**src/rtl/store_align_if.sv**
```systemverilog
// store_align_if: request and memory-beat signals of the store alignment unit.
//   req_valid/req_ready/req_addr/req_data/req_size : store request handshake
//   mem_valid/mem_ready/mem_addr/mem_be/mem_wdata  : memory write beat handshake
//   done/err                                       : completion / rejection pulses
// Modport slave is the alignment unit; modport master is the requester/memory side.
interface store_align_if;
   logic        req_valid;
   logic        req_ready;
   logic [31:0] req_addr;
   logic [31:0] req_data;
   logic [1:0]  req_size;
   logic        mem_valid;
   logic        mem_ready;
   logic [31:0] mem_addr;
   logic [3:0]  mem_be;
   logic [31:0] mem_wdata;
   logic        done;
   logic        err;
   modport slave (
      input  req_valid, req_addr, req_data, req_size, mem_ready,
      output req_ready, mem_valid, mem_addr, mem_be, mem_wdata, done, err
   );
   modport master (
      output req_valid, req_addr, req_data, req_size, mem_ready,
      input  req_ready, mem_valid, mem_addr, mem_be, mem_wdata, done, err
   );
endinterface

```
**src/rtl/store_align_unit.sv**
```systemverilog
// store_align_unit: turns byte/half/word stores into lane-positioned word-aligned memory beats.
//   clk, rst_n : clock, asynchronous active-low reset
//   bus        : store_align_if.slave (request in, memory beat out, done/err pulses)
// Macro STORE_MISALIGN_SPLIT_EN: when defined, stores crossing a word boundary are issued
// as two beats; when undefined they are rejected with err like an illegal size.
module store_align_unit (
   input logic          clk,
   input logic          rst_n,
   store_align_if.slave bus
);
`ifdef STORE_MISALIGN_SPLIT_EN
   typedef enum logic [1:0] {IDLE, BEAT0, BEAT1} state_t;
`else
   typedef enum logic [1:0] {IDLE, BEAT0} state_t;
`endif
   state_t      state, state_nx;
   logic        rdy, ready, accept, reject, split_in, last;
   logic [2:0]  in_n;
   logic [31:0] addr_q, data_q, dm, base, wd0, maddr, mwdata;
   logic [1:0]  size_q, o;
   logic [3:0]  mask, be0, mbe;
   logic        valid, done_q, err_q;
`ifdef STORE_MISALIGN_SPLIT_EN
   logic        split_q;
   logic [3:0]  be1;
   logic [31:0] wd1;
`endif
   // rdy holds ready low until the first edge after reset release
   assign ready    = rdy & (state == IDLE);
   assign accept   = bus.req_valid & ready;
   assign in_n     = bus.req_size == 2'b00 ? 3'd1 : bus.req_size == 2'b01 ? 3'd2 : 3'd4;
   assign split_in = ({1'b0, bus.req_addr[1:0]} + in_n) > 3'd4;
`ifdef STORE_MISALIGN_SPLIT_EN
   assign reject   = bus.req_size == 2'b11;
`else
   assign reject   = bus.req_size == 2'b11 || split_in;
`endif
   assign o    = addr_q[1:0];
   assign mask = size_q == 2'b00 ? 4'b0001 : size_q == 2'b01 ? 4'b0011 : 4'b1111;
   // clear bits above the access size so unused lanes stay zero
   assign dm   = size_q == 2'b00 ? {24'b0, data_q[7:0]} :
                 size_q == 2'b01 ? {16'b0, data_q[15:0]} : data_q;
   assign base = {addr_q[31:2], 2'b00};
   assign be0  = mask << o;
   assign wd0  = dm << {o, 3'b000};
`ifdef STORE_MISALIGN_SPLIT_EN
   // second beat carries the bytes that spilled past lane 3
   assign be1  = mask >> (3'd4 - {1'b0, o});
   assign wd1  = dm >> (6'd32 - {1'b0, o, 3'b000});
`endif
   always_comb begin
      state_nx = state;
      valid    = 1'b0;
      maddr    = '0;
      mbe      = '0;
      mwdata   = '0;
      last     = 1'b0;
      case (state)
         IDLE:  if (accept && !reject) state_nx = BEAT0;
         BEAT0: begin
            valid  = 1'b1;
            maddr  = base;
            mbe    = be0;
            mwdata = wd0;
`ifdef STORE_MISALIGN_SPLIT_EN
            last   = !split_q;
            if (bus.mem_ready) state_nx = split_q ? BEAT1 : IDLE;
`else
            last   = 1'b1;
            if (bus.mem_ready) state_nx = IDLE;
`endif
         end
`ifdef STORE_MISALIGN_SPLIT_EN
         BEAT1: begin
            valid  = 1'b1;
            maddr  = base + 32'd4;
            mbe    = be1;
            mwdata = wd1;
            last   = 1'b1;
            if (bus.mem_ready) state_nx = IDLE;
         end
`endif
         default: state_nx = IDLE;
      endcase
   end
   always_ff @(posedge clk or negedge rst_n) begin
      if (!rst_n) begin
         state  <= IDLE;
         rdy    <= 1'b0;
         done_q <= 1'b0;
         err_q  <= 1'b0;
         addr_q <= '0;
         data_q <= '0;
         size_q <= '0;
`ifdef STORE_MISALIGN_SPLIT_EN
         split_q <= 1'b0;
`endif
      end else begin
         state  <= state_nx;
         rdy    <= 1'b1;
         done_q <= last & bus.mem_ready;
         err_q  <= accept & reject;
         if (accept) begin
            addr_q <= bus.req_addr;
            data_q <= bus.req_data;
            size_q <= bus.req_size;
`ifdef STORE_MISALIGN_SPLIT_EN
            split_q <= split_in;
`endif
         end
      end
   end
   assign bus.req_ready = ready;
   assign bus.mem_valid = valid;
   assign bus.mem_addr  = maddr;
   assign bus.mem_be    = mbe;
   assign bus.mem_wdata = mwdata;
   assign bus.done      = done_q;
   assign bus.err       = err_q;
endmodule

```
**src/flat_wrapper.sv**
```systemverilog
// flat-port wrapper written by rule: the top's interface ports become plain ports
module store_align_unit_flat 
  (clk, rst_n, bus_req_valid, bus_req_addr, bus_req_data, bus_req_size, bus_mem_ready, bus_req_ready, bus_mem_valid, bus_mem_addr, bus_mem_be, bus_mem_wdata, bus_done, bus_err);
  store_align_if bus_i ();
  input logic clk;
  input logic rst_n;
  input wire logic [$bits(bus_i.req_valid)-1:0] bus_req_valid;
  input wire logic [$bits(bus_i.req_addr)-1:0] bus_req_addr;
  input wire logic [$bits(bus_i.req_data)-1:0] bus_req_data;
  input wire logic [$bits(bus_i.req_size)-1:0] bus_req_size;
  input wire logic [$bits(bus_i.mem_ready)-1:0] bus_mem_ready;
  output wire logic [$bits(bus_i.req_ready)-1:0] bus_req_ready;
  output wire logic [$bits(bus_i.mem_valid)-1:0] bus_mem_valid;
  output wire logic [$bits(bus_i.mem_addr)-1:0] bus_mem_addr;
  output wire logic [$bits(bus_i.mem_be)-1:0] bus_mem_be;
  output wire logic [$bits(bus_i.mem_wdata)-1:0] bus_mem_wdata;
  output wire logic [$bits(bus_i.done)-1:0] bus_done;
  output wire logic [$bits(bus_i.err)-1:0] bus_err;
  assign bus_i.req_valid = bus_req_valid;
  assign bus_i.req_addr = bus_req_addr;
  assign bus_i.req_data = bus_req_data;
  assign bus_i.req_size = bus_req_size;
  assign bus_i.mem_ready = bus_mem_ready;
  assign bus_req_ready = bus_i.req_ready;
  assign bus_mem_valid = bus_i.mem_valid;
  assign bus_mem_addr = bus_i.mem_addr;
  assign bus_mem_be = bus_i.mem_be;
  assign bus_mem_wdata = bus_i.mem_wdata;
  assign bus_done = bus_i.done;
  assign bus_err = bus_i.err;
  store_align_unit u_core (.clk(clk), .rst_n(rst_n), .bus(bus_i));
endmodule
```
**config.mk**
```make
export PLATFORM = sky130hd
export DESIGN_NAME = store_align_unit_flat
export DESIGN_NICKNAME = d
export VERILOG_FILES = /design/src/rtl/store_align_if.sv /design/src/rtl/store_align_unit.sv /design/src/flat_wrapper.sv
export SDC_FILE = /design/constraint.sdc
export NUM_CORES = 1
export LEC_CHECK = 0
export CELL_PAD_IN_SITES_DETAIL_PLACEMENT = 0
export CELL_PAD_IN_SITES_GLOBAL_PLACEMENT = 1
export CORE_UTILIZATION = 36
export CTS_CLUSTER_DIAMETER = 100
export DETAILED_ROUTE_END_ITERATION = 6
export GPL_ROUTABILITY_DRIVEN = 0
export HOLD_SLACK_MARGIN = 0.15
export PLACE_DENSITY = 0.81
export SYNTH_ARGS = -nofsm -noshare
export SYNTH_HDL_FRONTEND = slang
export SYNTH_SLANG_ARGS = --single-unit
```
**constraint.sdc**
```tcl
create_clock -name clk -period 3.05 [get_ports clk]
set_clock_uncertainty 0.15 [all_clocks]
set_input_delay 0.61 -clock clk [delete_from_list [all_inputs] [get_ports clk]]
set_output_delay 0.61 -clock clk [all_outputs]
set_load 0.02 [all_outputs]
```
==> impl_results.html, run 1 <==
<table>
<tr><th>Metric</th><th>Value</th></tr>
<tr><th colspan="2">Status</th></tr>
<tr><td>Run status</td><td>finished clean</td></tr>
<tr><th colspan="2">Floorplan</th></tr>
<tr><td>Die outline area</td><td>0.0105 mm²</td></tr>
<tr><td>Number of top-level pins</td><td>142</td></tr>
<tr><td>Std-Cell Rows</td><td>36</td></tr>
<tr><td>Die W</td><td>103 µm</td></tr>
<tr><td>Vert. Die Dim</td><td>just over 100 µm</td></tr>
<tr><td>Core area</td><td>between 0.009 and 0.01 mm²</td></tr>
<tr><td>Starting density of the core</td><td>a little under two fifths</td></tr>
<tr><th colspan="2">Detailed routing</th></tr>
<tr><td>Violation count after the first detailed-routing iteration</td><td>a little under 90</td></tr>
<tr><td>Vias per cell</td><td>~4.9</td></tr>
<tr><td>DR vias</td><td>2797</td></tr>
<tr><td>Post-route antenna net violation count</td><td>0</td></tr>
<tr><td>TritonRoute pass-1 iters</td><td>4</td></tr>
<tr><td>Detailed-route wire length</td><td>9380 µm</td></tr>
<tr><td>Residual DRC</td><td>0</td></tr>
<tr><td>Routed len/inst</td><td>between 15 and 20 µm</td></tr>
<tr><th colspan="2">Yosys</th></tr>
<tr><td>Main combinational cell family by area after synthesis</td><td>multiplexers</td></tr>
<tr><td>#FFs+latches synth</td><td>70</td></tr>
<tr><td>Asr flop ratio synth</td><td>100%</td></tr>
<tr><td>Share of the synthesized area in compound gates (AO/OA/AOI/OAI)</td><td>a little under a tenth</td></tr>
<tr><td>Syn. warnings</td><td>0</td></tr>
<tr><td>Post-synth top flop</td><td>dfrtp_1</td></tr>
<tr><td>Share of the yosys chip area belonging to registers</td><td>48.1%</td></tr>
<tr><td>Basic-gate share of the synthesized area counting and, or, nand and nor cells</td><td>a little over an eighth</td></tr>
<tr><td>Count of mapped cells out of synthesis</td><td>296</td></tr>
<tr><td>Adder and majority cell fraction of the synthesized area</td><td>less than 1%</td></tr>
<tr><td>Library cells used by synthesis</td><td>29</td></tr>
<tr><td>Number of enable flip-flop cells after synthesis</td><td>0</td></tr>
<tr><td>Xor/xnor share of the synthesized area</td><td>0%</td></tr>
<tr><td>Synthesized area per cell</td><td>12.3 µm²</td></tr>
<tr><td>Mux contribution to synthesized area</td><td>23.4%</td></tr>
<tr><td>Mapped Area</td><td>approximately 0.0036 mm²</td></tr>
<tr><th colspan="2">Worst setup path</th></tr>
<tr><td>CP Data Required Time</td><td>about 2300 ps</td></tr>
<tr><td>End point of the critical path</td><td>bus_mem_wdata[19]</td></tr>
<tr><td>Cell family with most CP delay</td><td>buffers and inverters</td></tr>
<tr><td>Number of cell instances on the worst register-to-register path</td><td>5</td></tr>
<tr><td>Maximum single-stage delay on the critical path</td><td>640 ps</td></tr>
<tr><td>Number of stages on the worst setup path</td><td>4</td></tr>
<tr><td>Critical path launch point</td><td>u_core.addr_q[0]$_DFFE_PN0P_</td></tr>
<tr><td>Reg2Reg Setup Slack</td><td>about 1100 ps</td></tr>
<tr><td>Crit path kind</td><td>register to primary output</td></tr>
<tr><td>Reg-to-reg critical path startpoint</td><td>u_core.state[0]$_DFFE_PN0P_</td></tr>
<tr><td>Worst path bufs/invs</td><td>2</td></tr>
<tr><td>Crit Path Max Fanout</td><td>24</td></tr>
<tr><td>Master of the slowest instance on the critical path</td><td>clkdlybuf4s50_1</td></tr>
<tr><td>Type of element capturing the critical path</td><td>primary output</td></tr>
<tr><td>Sort of element at the start of the critical path</td><td>register</td></tr>
<tr><td>Data arrival time of the critical path</td><td>~2200 ps</td></tr>
<tr><td>FF-to-FF End</td><td>u_core.data_q[13]$_DFFE_PN0P_</td></tr>
<tr><td>Sequence of cells on the critical path</td><td>buf_4 -&gt; nand2b_1 -&gt; o2bb2ai_1 -&gt; clkdlybuf4s50_1</td></tr>
<tr><th colspan="2">Timing</th></tr>
<tr><td>Count of final max-slew check failures</td><td>0</td></tr>
<tr><td>Min setup slack post-route</td><td>53.1 ps</td></tr>
<tr><td>Final cycle utilization of the critical path</td><td>a little over nine tenths</td></tr>
<tr><td>Post-Route Hold Slack</td><td>around 240 ps</td></tr>
<tr><td>F_max</td><td>roughly 330 MHz</td></tr>
<tr><td>Crit path time final</td><td>3000 ps</td></tr>
<tr><td>TNS Setup</td><td>0 ps</td></tr>
<tr><td>Actual transition at the worst max-transition pin</td><td>roughly 890 ps</td></tr>
<tr><td>Setup repair after global routing missed its margin</td><td>false</td></tr>
<tr><td>Relative slew slack</td><td>40.9%</td></tr>
<tr><td>Setup Viol. Count Final</td><td>0</td></tr>
<tr><td>Number of hold violations in the final report</td><td>0</td></tr>
<tr><th colspan="2">Global route</th></tr>
<tr><td>Number of antenna violations at the first check in global routing</td><td>0</td></tr>
<tr><td>Total routing usage reported by global routing</td><td>18.6%</td></tr>
<tr><td>Number of global-route vias before repair</td><td>between 2000 and 3000</td></tr>
<tr><td>Maximum number of pins on one net before global-route repair</td><td>just over 70</td></tr>
<tr><td>GRT overflow</td><td>0</td></tr>
<tr><td>Global-route wire length before repair</td><td>14600 µm</td></tr>
<tr><th colspan="2">Place</th></tr>
<tr><td>Placed inst area</td><td>0.00513 mm²</td></tr>
<tr><td>Minimum setup slack after placement</td><td>158 ps</td></tr>
<tr><td>Port buffer count</td><td>around 140</td></tr>
<tr><td>Placed cell count</td><td>551</td></tr>
<tr><td>HPWL after detailed placement</td><td>approximately 6800 µm</td></tr>
<tr><th colspan="2">Cells and area</th></tr>
<tr><td>Final cell area excluding filler cells</td><td>~0.0054 mm²</td></tr>
<tr><td>Multi-input gate area in the final layout</td><td>0.00175 mm²</td></tr>
<tr><td>Final #Nets</td><td>501</td></tr>
<tr><td>Most frequent standard cell in the layout excluding fill and tap cells</td><td>clkdlybuf4s50_1</td></tr>
<tr><td>Leading cell types in the layout, fill and taps excluded</td><td>127 x clkdlybuf4s50_1, 68 x dfrtp_1, 40 x and2_1</td></tr>
<tr><td>Syn-to-layout area delta</td><td>49.1%</td></tr>
<tr><td>FILL cells</td><td>853</td></tr>
<tr><td>FF+latch area</td><td>0.00176 mm²</td></tr>
<tr><td>End-of-flow core utilization</td><td>55.6%</td></tr>
<tr><td>Number of standard cells in the final layout excluding fillers</td><td>567</td></tr>
<tr><td>Count of antenna diodes in the layout</td><td>0</td></tr>
<tr><td>Layout cell share with drive strength beyond 1</td><td>22.6%</td></tr>
<tr><th colspan="2">CTS</th></tr>
<tr><td>Worst skew pair latency</td><td>340 ps</td></tr>
<tr><td>Clock Tree Buf Depth</td><td>2</td></tr>
<tr><td>Post-CTS Repair Setup Buffers</td><td>0</td></tr>
<tr><td>Clock slew seen by the registers of the worst setup and hold paths</td><td>80 ps</td></tr>
<tr><td>CTS Root Buffer Type</td><td>clkbuf_8</td></tr>
<tr><td>Clock sink count</td><td>70</td></tr>
<tr><td>CTS HTree Levels</td><td>3</td></tr>
<tr><td>Cts bufs inserted</td><td>9</td></tr>
<tr><td>CTS tree</td><td>built</td></tr>
<tr><th colspan="2">Power</th></tr>
<tr><td>Power per standard cell area</td><td>between 500 and 600 mW/mm²</td></tr>
<tr><td>Sum of internal, switching and leakage power</td><td>3.17 mW</td></tr>
<tr><td>Leakage Power</td><td>2.44 nW</td></tr>
<tr><td>IR Drop Worst-Case VDD</td><td>roughly 0.31 mV</td></tr>
<tr><th colspan="2">Hold path</th></tr>
<tr><td>Type of the worst min-delay path</td><td>primary input to async pin</td></tr>
<tr><th colspan="2">Run</th></tr>
<tr><td>Max Cap Violations</td><td>0</td></tr>
</table>
power breakdown:
group / leakage (nW) / total [mW] / internal, mW / switching [mW]
combinational: 1.50 / 0.949 / 0.544 / 0.405
clock: 0.122 / 0.937 / 0.588 / 0.349
sequential: 0.825 / 1.29 / 1.12 / 0.170
cells in the mapped netlist, types with 2 or more instances:
master | count | area [µm²]
mux2_2 | 37 | 417
a22oi_1 | 16 | 120
conb_1 | 2 | 7.51
buf_2 | 9 | 45.0
o2bb2ai_1 | 8 | 70.1
mux2_4 | 29 | 435
dfrtp_1 | 70 | 1750
nand2b_1 | 3 | 18.8
a211oi_1 | 17 | 128
and2_1 | 40 | 250
clkbuf_1 | 6 | 22.5
buf_4 | 4 | 30.0
buf_6 | 4 | 45.0
nand2_1 | 3 | 11.3
nor2b_1 | 18 | 113
nor2_1 | 14 | 52.6
buf_1 | 2 | 7.51
inv_1 | 3 | 11.3
cell type report:
cell class	count	share of cell area [%]
tap	133	3.06
clock inverter	5	1.94
sequential	70	32.4
clock buffer	11	2.79
multi-input combinational	199	32.2
timing repair buffer	146	27.4
inverter	3	0.207
worst register-to-register path: stages (launching register included):
cell     delay, ps
dfrtp_1        500
buf_4          370
nor2b_4        100
nand2_4        100
buf_12         260
mux2_2         390
worst min path at each step:
| stage | slack (ps) | cells after the start | startpoint | end |
|---|---|---|---|---|
| after global routing | 310 | 1 | rst_n | u_core.data_q[1]$_DFFE_PN0P_ |
| after CTS | 260 | 1 | rst_n | u_core.data_q[1]$_DFFE_PN0P_ |
| after detailed placement | 340 | 1 | u_core.addr_q[10]$_DFFE_PN0P_ | u_core.addr_q[10]$_DFFE_PN0P_ |
| after global placement | 330 | 1 | u_core.addr_q[17]$_DFFE_PN0P_ | u_core.addr_q[17]$_DFFE_PN0P_ |
| final | 240 | 1 | rst_n | u_core.data_q[4]$_DFFE_PN0P_ |
| after floorplan | 160 | 0 | rst_n | u_core.addr_q[0]$_DFFE_PN0P_ |
cells by family (layout without fill, tap and decap cells):
logic type / count (synthesis) / in the layout
adders and majority gates: 2 / 2
buffers and inverters: 28 / 165
muxes: 66 / 66
and+or+nand+nor: 83 / 83
AOI/OAI and AO/OA: 45 / 45
other: 2 / 3
DFF: 70 / 70
metal layers:
metal / track usage, % / part of all wire, % / vias up
li1: - / - / 1292
met1: 22.1 / 40 / 1327
met2: 29.5 / 44 / 160
met3: 7.39 / 13 / 18
met4: 8.90 / 2.5 / 0
met5: 0 / 0 / -
flip-flops by register name, summed over array words and instances (netlist names):
| register | count |
|---|---|
| u_core.addr_q | 32 |
| u_core.data_q | 32 |
| u_core.size_q | 2 |
| u_core.bus.done | 1 |
| u_core.bus.err | 1 |
| u_core.rdy | 1 |
| u_core.state | 1 |
what timing repair did:
item / 4_1_cts / 5_1_grt
hold buffers: 0 / 0
gates resized for setup: 6 / 12
endpoints found under the setup margin: 26 / 16
No activity file was read; power rests on OpenSTA's default activity.
==> run 2: changes to the inputs <==
CORE_UTILIZATION = 34   (was 36)
PLACE_DENSITY = 0.77   (was 0.81)
clock period = 3 ns   (was 3.05 ns; I/O delays follow)
==> run 2 against run 1 <==
  * Global-route usage fell by 0.71 points
  * Clock-buffer cell count fell by 2
  * Critical endpoint is now bus_mem_wdata[23]
  * Total power fell by 1.1%
  * Worst setup slack improved by 54 ps
  * Die area rose by 5.8%
  * Largest cell class unchanged
  * Largest power group unchanged
  * Highest routed layer unchanged
  * Combinational power rose by 5.3%
  * Routed wire length rose by 1.4%
==> impl_results.html, run 2 (synthesis gave the netlist of run 1 again) <==
<table>
<tr><th>Metric</th><th>Value</th></tr>
<tr><th colspan="2">Timing</th></tr>
<tr><td>Final cycle utilization of the critical path</td><td>96.4%</td></tr>
<tr><td>Actual transition at the worst max-transition pin</td><td>881 ps (was 886 ps)</td></tr>
<tr><td>Count of final max-slew check failures</td><td>0 (unchanged)</td></tr>
<tr><td>Number of hold violations in the final report</td><td>0 (unchanged)</td></tr>
<tr><td>Setup Viol. Count Final</td><td>0 (unchanged)</td></tr>
<tr><td>F_max</td><td>346 MHz</td></tr>
<tr><td>Relative slew slack</td><td>41.3% (was 40.9%)</td></tr>
<tr><td>Setup repair after global routing missed its margin</td><td>false (unchanged)</td></tr>
<tr><td>Crit path time final</td><td>2890 ps</td></tr>
<tr><td>TNS Setup</td><td>0 ps (unchanged)</td></tr>
<tr><th colspan="2">Cells and area</th></tr>
<tr><td>Most frequent standard cell in the layout excluding fill and tap cells</td><td>clkdlybuf4s50_1 (unchanged)</td></tr>
<tr><td>Count of antenna diodes in the layout</td><td>0 (unchanged)</td></tr>
<tr><td>Final #Nets</td><td>501 (unchanged)</td></tr>
<tr><td>Leading cell types in the layout, fill and taps excluded</td><td>136 x clkdlybuf4s50_1, 69 x dfrtp_1, 40 x and2_1 (was 127 x clkdlybuf4s50_1, 68 x dfrtp_1, 40 x and2_1)</td></tr>
<tr><td>FILL cells</td><td>955 (was 853)</td></tr>
<tr><td>Number of standard cells in the final layout excluding fillers</td><td>570 (was 567)</td></tr>
<tr><td>End-of-flow core utilization</td><td>51.9% (was 55.6%)</td></tr>
<tr><td>Layout cell share with drive strength beyond 1</td><td>22.4% (was 22.6%)</td></tr>
<tr><td>Syn-to-layout area delta</td><td>47.6% (was 49.1%)</td></tr>
<tr><td>Registers with the most flip-flops</td><td>u_core.addr_q: 32 flops, u_core.data_q: 32 flops, u_core.size_q: 2 flops (unchanged)</td></tr>
<tr><th colspan="2">Place</th></tr>
<tr><td>Placed cell count</td><td>554 (was 551)</td></tr>
<tr><td>HPWL after detailed placement</td><td>6860 µm (was 6760 µm)</td></tr>
<tr><td>Port buffer count</td><td>139 (unchanged)</td></tr>
<tr><th colspan="2">Detailed routing</th></tr>
<tr><td>Detailed-route wire length</td><td>9510 µm (was 9380 µm)</td></tr>
<tr><td>DR vias</td><td>2797 (unchanged)</td></tr>
<tr><td>Residual DRC</td><td>0 (unchanged)</td></tr>
<tr><td>TritonRoute pass-1 iters</td><td>4 (unchanged)</td></tr>
<tr><td>Vias per cell</td><td>4.91 (was 4.93)</td></tr>
<tr><td>Violation count after the first detailed-routing iteration</td><td>74 (was 87)</td></tr>
<tr><td>Routed len/inst</td><td>16.7 µm (was 16.6 µm)</td></tr>
<tr><td>Post-route antenna net violation count</td><td>0 (unchanged)</td></tr>
<tr><th colspan="2">Floorplan</th></tr>
<tr><td>Core area</td><td>0.0104 mm² (was 0.00977 mm²)</td></tr>
<tr><td>Number of top-level pins</td><td>142 (unchanged)</td></tr>
<tr><td>Std-Cell Rows</td><td>37 (was 36)</td></tr>
<tr><td>Starting density of the core</td><td>35.1% (was 37.3%)</td></tr>
<tr><td>Die outline area</td><td>0.0111 mm² (was 0.0105 mm²)</td></tr>
<tr><td>Die W</td><td>106 µm (was 103 µm)</td></tr>
<tr><td>Vert. Die Dim</td><td>106 µm (was 103 µm)</td></tr>
<tr><th colspan="2">Global route</th></tr>
<tr><td>Number of global-route vias before repair</td><td>2981 (was 2862)</td></tr>
<tr><td>Global-route wire length before repair</td><td>15400 µm (was 14600 µm)</td></tr>
<tr><td>Maximum number of pins on one net before global-route repair</td><td>71 (unchanged)</td></tr>
<tr><td>Number of antenna violations at the first check in global routing</td><td>0 (unchanged)</td></tr>
<tr><td>Total routing usage reported by global routing</td><td>17.9% (was 18.6%)</td></tr>
<tr><td>GRT overflow</td><td>0 (unchanged)</td></tr>
<tr><th colspan="2">CTS</th></tr>
<tr><td>CTS HTree Levels</td><td>3 (unchanged)</td></tr>
<tr><td>Clock sink count</td><td>70 (unchanged)</td></tr>
<tr><td>CTS Root Buffer Type</td><td>clkbuf_8 (unchanged)</td></tr>
<tr><td>Number of hold buffers added after CTS</td><td>0 (unchanged)</td></tr>
<tr><td>Worst skew pair latency</td><td>340 ps (about the same)</td></tr>
<tr><td>Clock slew seen by the registers of the worst setup and hold paths</td><td>80 ps (about the same)</td></tr>
<tr><td>Clock Tree Buf Depth</td><td>2 (unchanged)</td></tr>
<tr><td>Post-CTS Repair Setup Buffers</td><td>0 (unchanged)</td></tr>
<tr><td>Cts bufs inserted</td><td>9 (unchanged)</td></tr>
<tr><td>CTS tree</td><td>built (unchanged)</td></tr>
<tr><th colspan="2">Status</th></tr>
<tr><td>Run status</td><td>finished clean (unchanged)</td></tr>
<tr><th colspan="2">Hold path</th></tr>
<tr><td>Type of the worst min-delay path</td><td>primary input to async pin (unchanged)</td></tr>
<tr><th colspan="2">Worst setup path</th></tr>
<tr><td>Crit path kind</td><td>register to primary output (unchanged)</td></tr>
<tr><td>Sort of element at the start of the critical path</td><td>register (unchanged)</td></tr>
<tr><td>Type of element capturing the critical path</td><td>primary output (unchanged)</td></tr>
<tr><td>Data arrival time of the critical path</td><td>2140 ps (was 2240 ps)</td></tr>
<tr><td>Crit Path Max Fanout</td><td>30 (was 24)</td></tr>
<tr><td>CP Data Required Time</td><td>2250 ps (was 2290 ps)</td></tr>
<tr><th colspan="2">Run</th></tr>
<tr><td>Max Cap Violations</td><td>0 (unchanged)</td></tr>
<tr><th colspan="2">Power</th></tr>
<tr><td>Power per standard cell area</td><td>584 mW/mm² (about the same)</td></tr>
<tr><td>IR Drop Worst-Case VDD</td><td>0.278 mV (was 0.315 mV)</td></tr>
<tr><td>Leakage Power</td><td>2.27 nW (was 2.44 nW)</td></tr>
</table>
run 2: changes by cell type in the layout (fill, tap and decap cells not counted), sizes merged:
cell / delta
clkinvlp: -1
bufinv: -1
clkdlybuf4s50: +9
dlymetal6s2s: -9
clkbuf: -2
clkinv: +4
run 2: power breakdown:
group,switching [mW],internal (mW)
registers,0.145,1.13
clock network,0.389,0.471
logic,0.437,0.563
total,0.971,2.17
run 2: final timing paths:
kind	from	to	slack, ps	depth (start not counted)
setup / recovery	u_core.addr_q[0]$_DFFE_PN0P_	bus_mem_wdata[23]	110	4
hold / removal	rst_n	u_core.data_q[6]$_DFFE_PN0P_	220	1
setup reg to reg	u_core.state[0]$_DFFE_PN0P_	u_core.data_q[12]$_DFFE_PN0P_	820	5
hold reg to reg	u_core.addr_q[25]$_DFFE_PN0P_	u_core.addr_q[25]$_DFFE_PN0P_	350	1
max in group asynchronous	rst_n	u_core.addr_q[1]$_DFFE_PN0P_	1850	1
min in group clk	u_core.addr_q[25]$_DFFE_PN0P_	u_core.addr_q[25]$_DFFE_PN0P_	350	1
run 2: through the flow:
stage               worst slack [ps]  cell area [µm²]  hold slack [ps]  power, mW
floorplan                        766             3650              154       1.87
global placement                 312             5140              330       2.28
detailed placement               234             5140              337       2.29
CTS                             6.19             5370              263       3.18
global route                    36.8             5380              308       3.30
finish                           107             5380              223       3.14
run 2: area by class of cell:
type / count / area, µm² / share of cell area, %
Tap cell: 136 / 170 / 3.16
Clock buffer: 9 / 124 / 2.30
Inverter: 3 / 11.3 / 0.209
Timing Repair Buffer: 146 / 1470 / 27.4
Sequential cell: 70 / 1750 / 32.6
Multi-Input combinational cell: 199 / 1750 / 32.5
Clock inverter: 7 / 98.8 / 1.84
run 2: worst max-delay path: stages (launching register included):
cell and delay (ps):
dfrtp_1 370, buf_6 230, and4b_2 380, o2bb2ai_1 170
clkdlybuf4s50_1 640
run 2: what timing repair did:
action,4_1_cts,5_1_grt
gates resized for setup,4,4
endpoints found under the setup margin,18,21
cloned,0,0
run 2: layer usage:
layer  up-vias  GRT usage, %  wire length, µm
met5         -             0                0
met4         0          6.45              141
met3        14          7.36             1040
met2       139          29.1             4510
met1      1349          21.3             3820
li1       1295             -                -
